===== config.mk =====
export PLATFORM = sky130hd
export DESIGN_NAME = game_flow_ctrl_flat
export DESIGN_NICKNAME = d
export VERILOG_FILES = /design/src/rtl/game_flow_ctrl_if.sv /design/src/rtl/game_flow_ctrl.sv /design/src/flat_wrapper.sv
export SDC_FILE = /design/constraint.sdc
export NUM_CORES = 1
export LEC_CHECK = 0
export BUFFER_PORTS_ARGS = -buffer_cell sky130_fd_sc_hd__buf_2
export CAP_MARGIN = 30
export CORE_ASPECT_RATIO = 0.75
export CORE_MARGIN = 2
export CORE_UTILIZATION = 58
export CTS_CLUSTER_SIZE = 28
export DETAILED_ROUTE_END_ITERATION = 7
export PLACE_DENSITY = 0.77
export SLEW_MARGIN = 5
export SYNTH_ARGS = -nofsm -noshare
export SYNTH_HDL_FRONTEND = slang
export SYNTH_SLANG_ARGS = --single-unit

===== constraint.sdc =====
create_clock -name clk -period 3.4 [get_ports clk]
set_input_delay 0.17 -clock clk [delete_from_list [all_inputs] [get_ports clk]]
set_output_delay 0.17 -clock clk [all_outputs]
set_load 0.02 [all_outputs]

===== src/rtl/game_flow_ctrl_if.sv =====
// Event and status bundle between the game sequencer and the rest of the Pac-Man datapath.
// Event pulses and keys flow toward the sequencer; state and counters flow back.
interface game_flow_ctrl_if;
  logic       startOfFrame;
  logic       start_key;
  logic       pause_key;
  logic       ghost_hit;
  logic       pellet_eaten;
  logic       playGame;
  logic       actors_restart;
  logic [2:0] lives;
  logic [3:0] level;
  logic [8:0] pellets_left;
  logic [2:0] game_state;

  modport master (
    output startOfFrame, start_key, pause_key, ghost_hit, pellet_eaten,
    input  playGame, actors_restart, lives, level, pellets_left, game_state
  );

  modport slave (
    input  startOfFrame, start_key, pause_key, ghost_hit, pellet_eaten,
    output playGame, actors_restart, lives, level, pellets_left, game_state
  );
endinterface


===== src/rtl/game_flow_ctrl.sv =====
// Pac-Man game sequencer: state machine, lives/level/pellet tracking, mover enable and restart pulse.
// Optional pause support is compiled in with GAME_PAUSE_EN.
module game_flow_ctrl #(
  parameter int LIVES_INIT    = 3,
  parameter int READY_FRAMES  = 60,
  parameter int DEATH_FRAMES  = 45,
  parameter int CLEAR_FRAMES  = 60,
  parameter int PELLETS_TOTAL = 240
) (
  input logic              clk,
  input logic              reset,
  game_flow_ctrl_if.slave  bus
);

  typedef enum logic [2:0] {
    ST_ATTRACT = 3'd0,
    ST_READY   = 3'd1,
    ST_PLAY    = 3'd2,
    ST_DYING   = 3'd3,
    ST_CLEAR   = 3'd4,
    ST_OVER    = 3'd5,
    ST_PAUSED  = 3'd6
  } state_e;

  localparam logic [15:0] READY_LAST   = 16'(READY_FRAMES - 1);
  localparam logic [15:0] DEATH_LAST   = 16'(DEATH_FRAMES - 1);
  localparam logic [15:0] CLEAR_LAST   = 16'(CLEAR_FRAMES - 1);
  localparam logic [8:0]  PELLETS_LOAD = 9'(PELLETS_TOTAL);
  localparam logic [2:0]  LIVES_LOAD   = 3'(LIVES_INIT);

  state_e      state_q;
  logic [15:0] frame_q;
  logic [2:0]  lives_q;
  logic [3:0]  level_q;
  logic [8:0]  pellets_q;
  logic        play_q;
  logic        restart_q;

  // The arm bit keeps a key held through reset from looking like a fresh press.
  logic start_cur_q, start_prev_q, start_arm_q;
  logic start_rise;
  assign start_rise = start_cur_q & ~start_prev_q & start_arm_q;

`ifdef GAME_PAUSE_EN
  logic pause_cur_q, pause_prev_q, pause_arm_q;
  logic pause_rise;
  assign pause_rise = pause_cur_q & ~pause_prev_q & pause_arm_q;
`endif

  logic final_pellet;
  assign final_pellet = bus.pellet_eaten && (pellets_q == 9'd1);

  always_ff @(posedge clk) begin
    if (reset) begin
      state_q      <= ST_ATTRACT;
      frame_q      <= '0;
      lives_q      <= '0;
      level_q      <= '0;
      pellets_q    <= '0;
      play_q       <= 1'b0;
      restart_q    <= 1'b0;
      start_cur_q  <= 1'b0;
      start_prev_q <= 1'b0;
      start_arm_q  <= 1'b0;
`ifdef GAME_PAUSE_EN
      pause_cur_q  <= 1'b0;
      pause_prev_q <= 1'b0;
      pause_arm_q  <= 1'b0;
`endif
    end else begin
      start_cur_q  <= bus.start_key;
      start_prev_q <= start_cur_q;
      if (!bus.start_key) start_arm_q <= 1'b1;
`ifdef GAME_PAUSE_EN
      pause_cur_q  <= bus.pause_key;
      pause_prev_q <= pause_cur_q;
      if (!bus.pause_key) pause_arm_q <= 1'b1;
`endif
      restart_q <= 1'b0;
      play_q    <= (state_q == ST_PLAY);

      case (state_q)
        ST_ATTRACT: begin
          if (start_rise) begin
            lives_q   <= LIVES_LOAD;
            level_q   <= 4'd1;
            pellets_q <= PELLETS_LOAD;
            state_q   <= ST_READY;
            frame_q   <= '0;
            restart_q <= 1'b1;
          end
        end
        ST_READY: begin
          if (bus.startOfFrame) begin
            if (frame_q == READY_LAST) begin
              state_q <= ST_PLAY;
              frame_q <= '0;
            end else begin
              frame_q <= frame_q + 16'd1;
            end
          end
        end
        ST_PLAY: begin
          if (bus.pellet_eaten && pellets_q != 9'd0) pellets_q <= pellets_q - 9'd1;
          // The last pellet outranks a same-cycle ghost hit.
          if (final_pellet) begin
            state_q <= ST_CLEAR;
            frame_q <= '0;
          end else if (bus.ghost_hit) begin
            if (lives_q != 3'd0) lives_q <= lives_q - 3'd1;
            state_q <= ST_DYING;
            frame_q <= '0;
          end
`ifdef GAME_PAUSE_EN
          else if (pause_rise) begin
            state_q <= ST_PAUSED;
            frame_q <= '0;
          end
`endif
        end
        ST_DYING: begin
          if (bus.startOfFrame) begin
            if (frame_q == DEATH_LAST) begin
              frame_q <= '0;
              if (lives_q == 3'd0) begin
                state_q <= ST_OVER;
              end else begin
                state_q   <= ST_READY;
                restart_q <= 1'b1;
              end
            end else begin
              frame_q <= frame_q + 16'd1;
            end
          end
        end
        ST_CLEAR: begin
          if (bus.startOfFrame) begin
            if (frame_q == CLEAR_LAST) begin
              if (level_q != 4'd15) level_q <= level_q + 4'd1;
              pellets_q <= PELLETS_LOAD;
              state_q   <= ST_READY;
              frame_q   <= '0;
              restart_q <= 1'b1;
            end else begin
              frame_q <= frame_q + 16'd1;
            end
          end
        end
        ST_OVER: begin
          if (start_rise) begin
            state_q <= ST_ATTRACT;
            frame_q <= '0;
          end
        end
`ifdef GAME_PAUSE_EN
        ST_PAUSED: begin
          if (pause_rise) begin
            state_q <= ST_PLAY;
            frame_q <= '0;
          end
        end
`endif
        default: begin
          state_q <= ST_ATTRACT;
          frame_q <= '0;
        end
      endcase
    end
  end

  assign bus.playGame       = play_q;
  assign bus.actors_restart = restart_q;
  assign bus.lives          = lives_q;
  assign bus.level          = level_q;
  assign bus.pellets_left   = pellets_q;
  assign bus.game_state     = state_q;

endmodule


===== src/flat_wrapper.sv =====
// flat-port wrapper written by rule: the top's interface ports become plain ports
module game_flow_ctrl_flat 
#(
  parameter int LIVES_INIT    = 3,
  parameter int READY_FRAMES  = 60,
  parameter int DEATH_FRAMES  = 45,
  parameter int CLEAR_FRAMES  = 60,
  parameter int PELLETS_TOTAL = 240
)
  (clk, reset, bus_startOfFrame, bus_start_key, bus_pause_key, bus_ghost_hit, bus_pellet_eaten, bus_playGame, bus_actors_restart, bus_lives, bus_level, bus_pellets_left, bus_game_state);
  game_flow_ctrl_if bus_i ();
  input logic clk;
  input logic reset;
  input wire logic [$bits(bus_i.startOfFrame)-1:0] bus_startOfFrame;
  input wire logic [$bits(bus_i.start_key)-1:0] bus_start_key;
  input wire logic [$bits(bus_i.pause_key)-1:0] bus_pause_key;
  input wire logic [$bits(bus_i.ghost_hit)-1:0] bus_ghost_hit;
  input wire logic [$bits(bus_i.pellet_eaten)-1:0] bus_pellet_eaten;
  output wire logic [$bits(bus_i.playGame)-1:0] bus_playGame;
  output wire logic [$bits(bus_i.actors_restart)-1:0] bus_actors_restart;
  output wire logic [$bits(bus_i.lives)-1:0] bus_lives;
  output wire logic [$bits(bus_i.level)-1:0] bus_level;
  output wire logic [$bits(bus_i.pellets_left)-1:0] bus_pellets_left;
  output wire logic [$bits(bus_i.game_state)-1:0] bus_game_state;
  assign bus_i.startOfFrame = bus_startOfFrame;
  assign bus_i.start_key = bus_start_key;
  assign bus_i.pause_key = bus_pause_key;
  assign bus_i.ghost_hit = bus_ghost_hit;
  assign bus_i.pellet_eaten = bus_pellet_eaten;
  assign bus_playGame = bus_i.playGame;
  assign bus_actors_restart = bus_i.actors_restart;
  assign bus_lives = bus_i.lives;
  assign bus_level = bus_i.level;
  assign bus_pellets_left = bus_i.pellets_left;
  assign bus_game_state = bus_i.game_state;
  game_flow_ctrl #(.LIVES_INIT(LIVES_INIT), .READY_FRAMES(READY_FRAMES), .DEATH_FRAMES(DEATH_FRAMES), .CLEAR_FRAMES(CLEAR_FRAMES), .PELLETS_TOTAL(PELLETS_TOTAL)) u_core (.clk(clk), .reset(reset), .bus(bus_i));
endmodule

==> load_flow_metrics.sql <==
INSERT INTO impl_metrics (metric_group, metric, value, unit) VALUES
('global_route', 'antenna_found_initial', '0', ''),
('worst_hold_path', 'hp-class', 'in2reg', ''),
('route', 'num_vias', '2364', ''),
('place', 'buffer_ports.inserted', '26', ''),
('sta', 'rsz_0062_raised_after_global_routing', 'no', ''),
('floorplan', 'floorplan.die.width', '79.30', 'µm'),
('global_route', 'track_usage', '0.2540', ''),
('clock_network', 'post_cts_hold_buffer_count', '0', ''),
('global_route', 'grt_first_pass_wirelength', '9404', 'µm'),
('setup_path', 'timing.critical_path.arrival', '2.90', 'ns'),
('setup_path', 'cell_count_of_the_worst_reg_to_reg_path', '7', ''),
('clock_network', 'post_cts_sizing_count', '0', ''),
('sta', 'layout_worst_path_cycle_share', '0.7957', ''),
('place', 'dp_slack', '0.7199', 'ns'),
('synthesis', 'synth-main-ff-cell', 'dfxtp_1', ''),
('pwr', 'total_leakage_power', '0.001004', 'µW'),
('clock_network', 'clock_net_sink_count', '40', ''),
('floorplan', 'design.die.area', '4795', 'µm²'),
('global_route', 'grt_pass1_vias', '1922', ''),
('synthesis', 'ys_ff_latch', '40', ''),
('sta', 'timing.clock.skew', '0.005590', 'ns'),
('layout', 'final.fill_count', '376', ''),
('synthesis', 'post-synth-top-area-fraction', '0.3247', ''),
('synthesis', 'synth_edf_count', '0', ''),
('route', 'via_per_inst', '6.321', ''),
('synthesis', 'synthesis.instances', '297', ''),
('layout', 'commonest_non_fill_non_tap_cell_in_the_layout', 'dfxtp_1', ''),
('route', 'avgRoutedWirePerCell', '15.15', 'µm'),
('setup_path', 'crit_fanout', '11', ''),
('outcome', 'status', 'finished, final reports clean', ''),
('synthesis', 'synth.net_count', '312', ''),
('floorplan', 'starting_density_of_the_core', '0.6046', ''),
('layout', 'final_layout_size_suffix_gt1_frac', '0.1630', ''),
('route', 'wl', '5665', 'µm'),
('layout', 'layout.nets', '333', ''),
('setup_path', 'worst-endpoint-required', '3.59', 'ns'),
('sta', 'hold-worst-slack', '0.04729', 'ns'),
('place', 'dpl.hpwl', '4144', 'µm'),
('layout', 'finish.utilization', '0.6663', ''),
('floorplan', 'ios', '28', ''),
('pwr', 'total_power', '1773', 'µW'),
('layout', 'most_frequent_cells_in_the_layout', 'dfxtp_1, buf_2, nor2_1', ''),
('clock_network', 'clk_pin_slew_worst_paths', '0.08', 'ns'),
('setup_path', 'regToRegEndpoint', 'u_core.frame_q[0]', ''),
('sta', 'report.final.hold_viol_count', '0', ''),
('sta', 'achievable-frequency', '369.6', 'MHz'),
('clock_network', 'h-tree-depth', '2', ''),
('synthesis', 'syn-cell-area', '2466', 'µm²'),
('sta', 'timing.final.crit_period', '2.705', 'ns'),
('route', 'detailedRoute.firstIterationViolations', '239', ''),
('floorplan', 'die_h', '60.47', 'µm'),
('worst_hold_path', 'hold_path_end', 'u_core.start_arm_q', ''),
('route', 'drc', '0', ''),
('clock_network', 'worst_skew_pair.late_latency', '0.30', 'ns'),
('route', 'firstDrtPassIters', '5', ''),
('synthesis', 'number_of_unique_standard_cell_types_used_by_synthesis', '59', ''),
('sta', 'max_slew_margin', '0.4738', ''),
('sta', 'layout_setup_ws', '0.6946', 'ns'),
('pwr', 'ir_worst_vdd', '370.6', 'µV'),
('synthesis', 'synth-warning-count', '0', ''),
('job', 'max_cap_viols', '0', ''),
('synthesis', 'synth-seq-area-share', '0.3247', ''),
('place', 'gp_congestion', '0.8465', ''),
('synthesis', 'synth.avg_cell_area', '8.303', 'µm²'),
('sta', 'report.final.slew_viol_count', '0', ''),
('layout', 'area_added_between_synthesis_and_finish', '10.20', '%'),
('synthesis', 'share_of_flip_flops_with_an_asynchronous_set_or_reset_after_synthesis', '0', ''),
('setup_path', 'critical_path.startpoint_type', 'register', ''),
('clock_network', 'tritoncts.num_buffers', '5', ''),
('setup_path', 'timing.setup.critical_path_class', 'reg2reg', ''),
('clock_network', 'clock_tree_from_tritoncts', 'built', '');
[per-stage QoR]
step / instance area (µm²) / instances
after floorplan: 2466 / 297
after global placement: 2628 / 366
after detailed placement: 2628 / 366
after CTS: 2718 / 374
after global routing: 2718 / 374
final: 2718 / 374
[area by class of cell]
type / instances / area, µm² / area share
sequential: 40 / 800.8 / 0.2947
tap: 55 / 68.82 / 0.02532
clock buffer: 8 / 90.09 / 0.03315
timing repair buffer: 29 / 152.6 / 0.05617
inverter: 15 / 56.30 / 0.02072
multi-input combinational: 227 / 1549 / 0.5700
[Yosys cell counts (all sizes together), types with 9 or more instances]
library cell / number
nor3: 9
a31oi: 12
xnor2: 10
nand2: 19
nor4: 14
nor2: 24
dfxtp: 40
clkbuf: 13
a21oi: 12
inv: 15
[cells by family (layout without fill, tap and decap cells)]
family | count (synthesis) | after routing | share of synthesized area
compound gates | 67 | 67 | 0.2095
simple gates | 137 | 137 | 0.3227
fa+ha+maj | 8 | 8 | 0.04059
flops | 40 | 40 | 0.3247
mux | 4 | 4 | 0.01624
buf+inv | 30 | 52 | 0.04718
xor+xnor | 11 | 11 | 0.03907
[power by group]
| part | internal (µW) | total, µW | switching [µW] |
|---|---|---|---|
| clock network | 165 | 328 | 162 |
| logic | 301 | 804 | 503 |
| registers | 530 | 642 | 112 |
[worst max path at each step]
stage / startpoint / end / slack, ns / depth (start not counted)
after floorplan: u_core.frame_q[0] / u_core.frame_q[9] / 0.86 / 7
after global placement: u_core.frame_q[0] / u_core.frame_q[10] / 0.72 / 7
after detailed placement: u_core.frame_q[0] / u_core.frame_q[0] / 0.72 / 7
after CTS: u_core.frame_q[0] / u_core.frame_q[0] / 0.70 / 7
after global routing: u_core.bus.pellets_left[2] / u_core.frame_q[15] / 0.47 / 5
final: u_core.frame_q[1] / u_core.frame_q[0] / 0.69 / 7
[routing by layer]
layer  global-route usage  share of wire  wire length [µm]  up-vias
met5                    0              0                 0        -
met1               0.4015           0.53              2984     1109
li1                     -              -                 -     1170
met4              0.08621          0.013                74        0
met2               0.3269           0.39              2212       76
met3              0.06399          0.069               393        9
[flip-flops by register name, summed over array words and instances (netlist names)]
signal / cells
u_core.bus.actors_restart: 1
u_core.bus.game_state: 3
u_core.bus.level: 4
u_core.bus.lives: 3
u_core.bus.pellets_left: 9
u_core.bus.playGame: 1
u_core.frame_q: 16
u_core.start_arm_q: 1
u_core.start_cur_q: 1
u_core.start_prev_q: 1
[critical path: stages, from the launching register on]
cell and delay, ns:
dfxtp_1 0.42, ha_1 0.32, or4bb_1 0.50, or4_4 0.48, a21o_4 0.27, o41ai_2 0.33, buf_4 0.22, nor2_1 0.06
No activity file was read; power rests on OpenSTA's default activity.
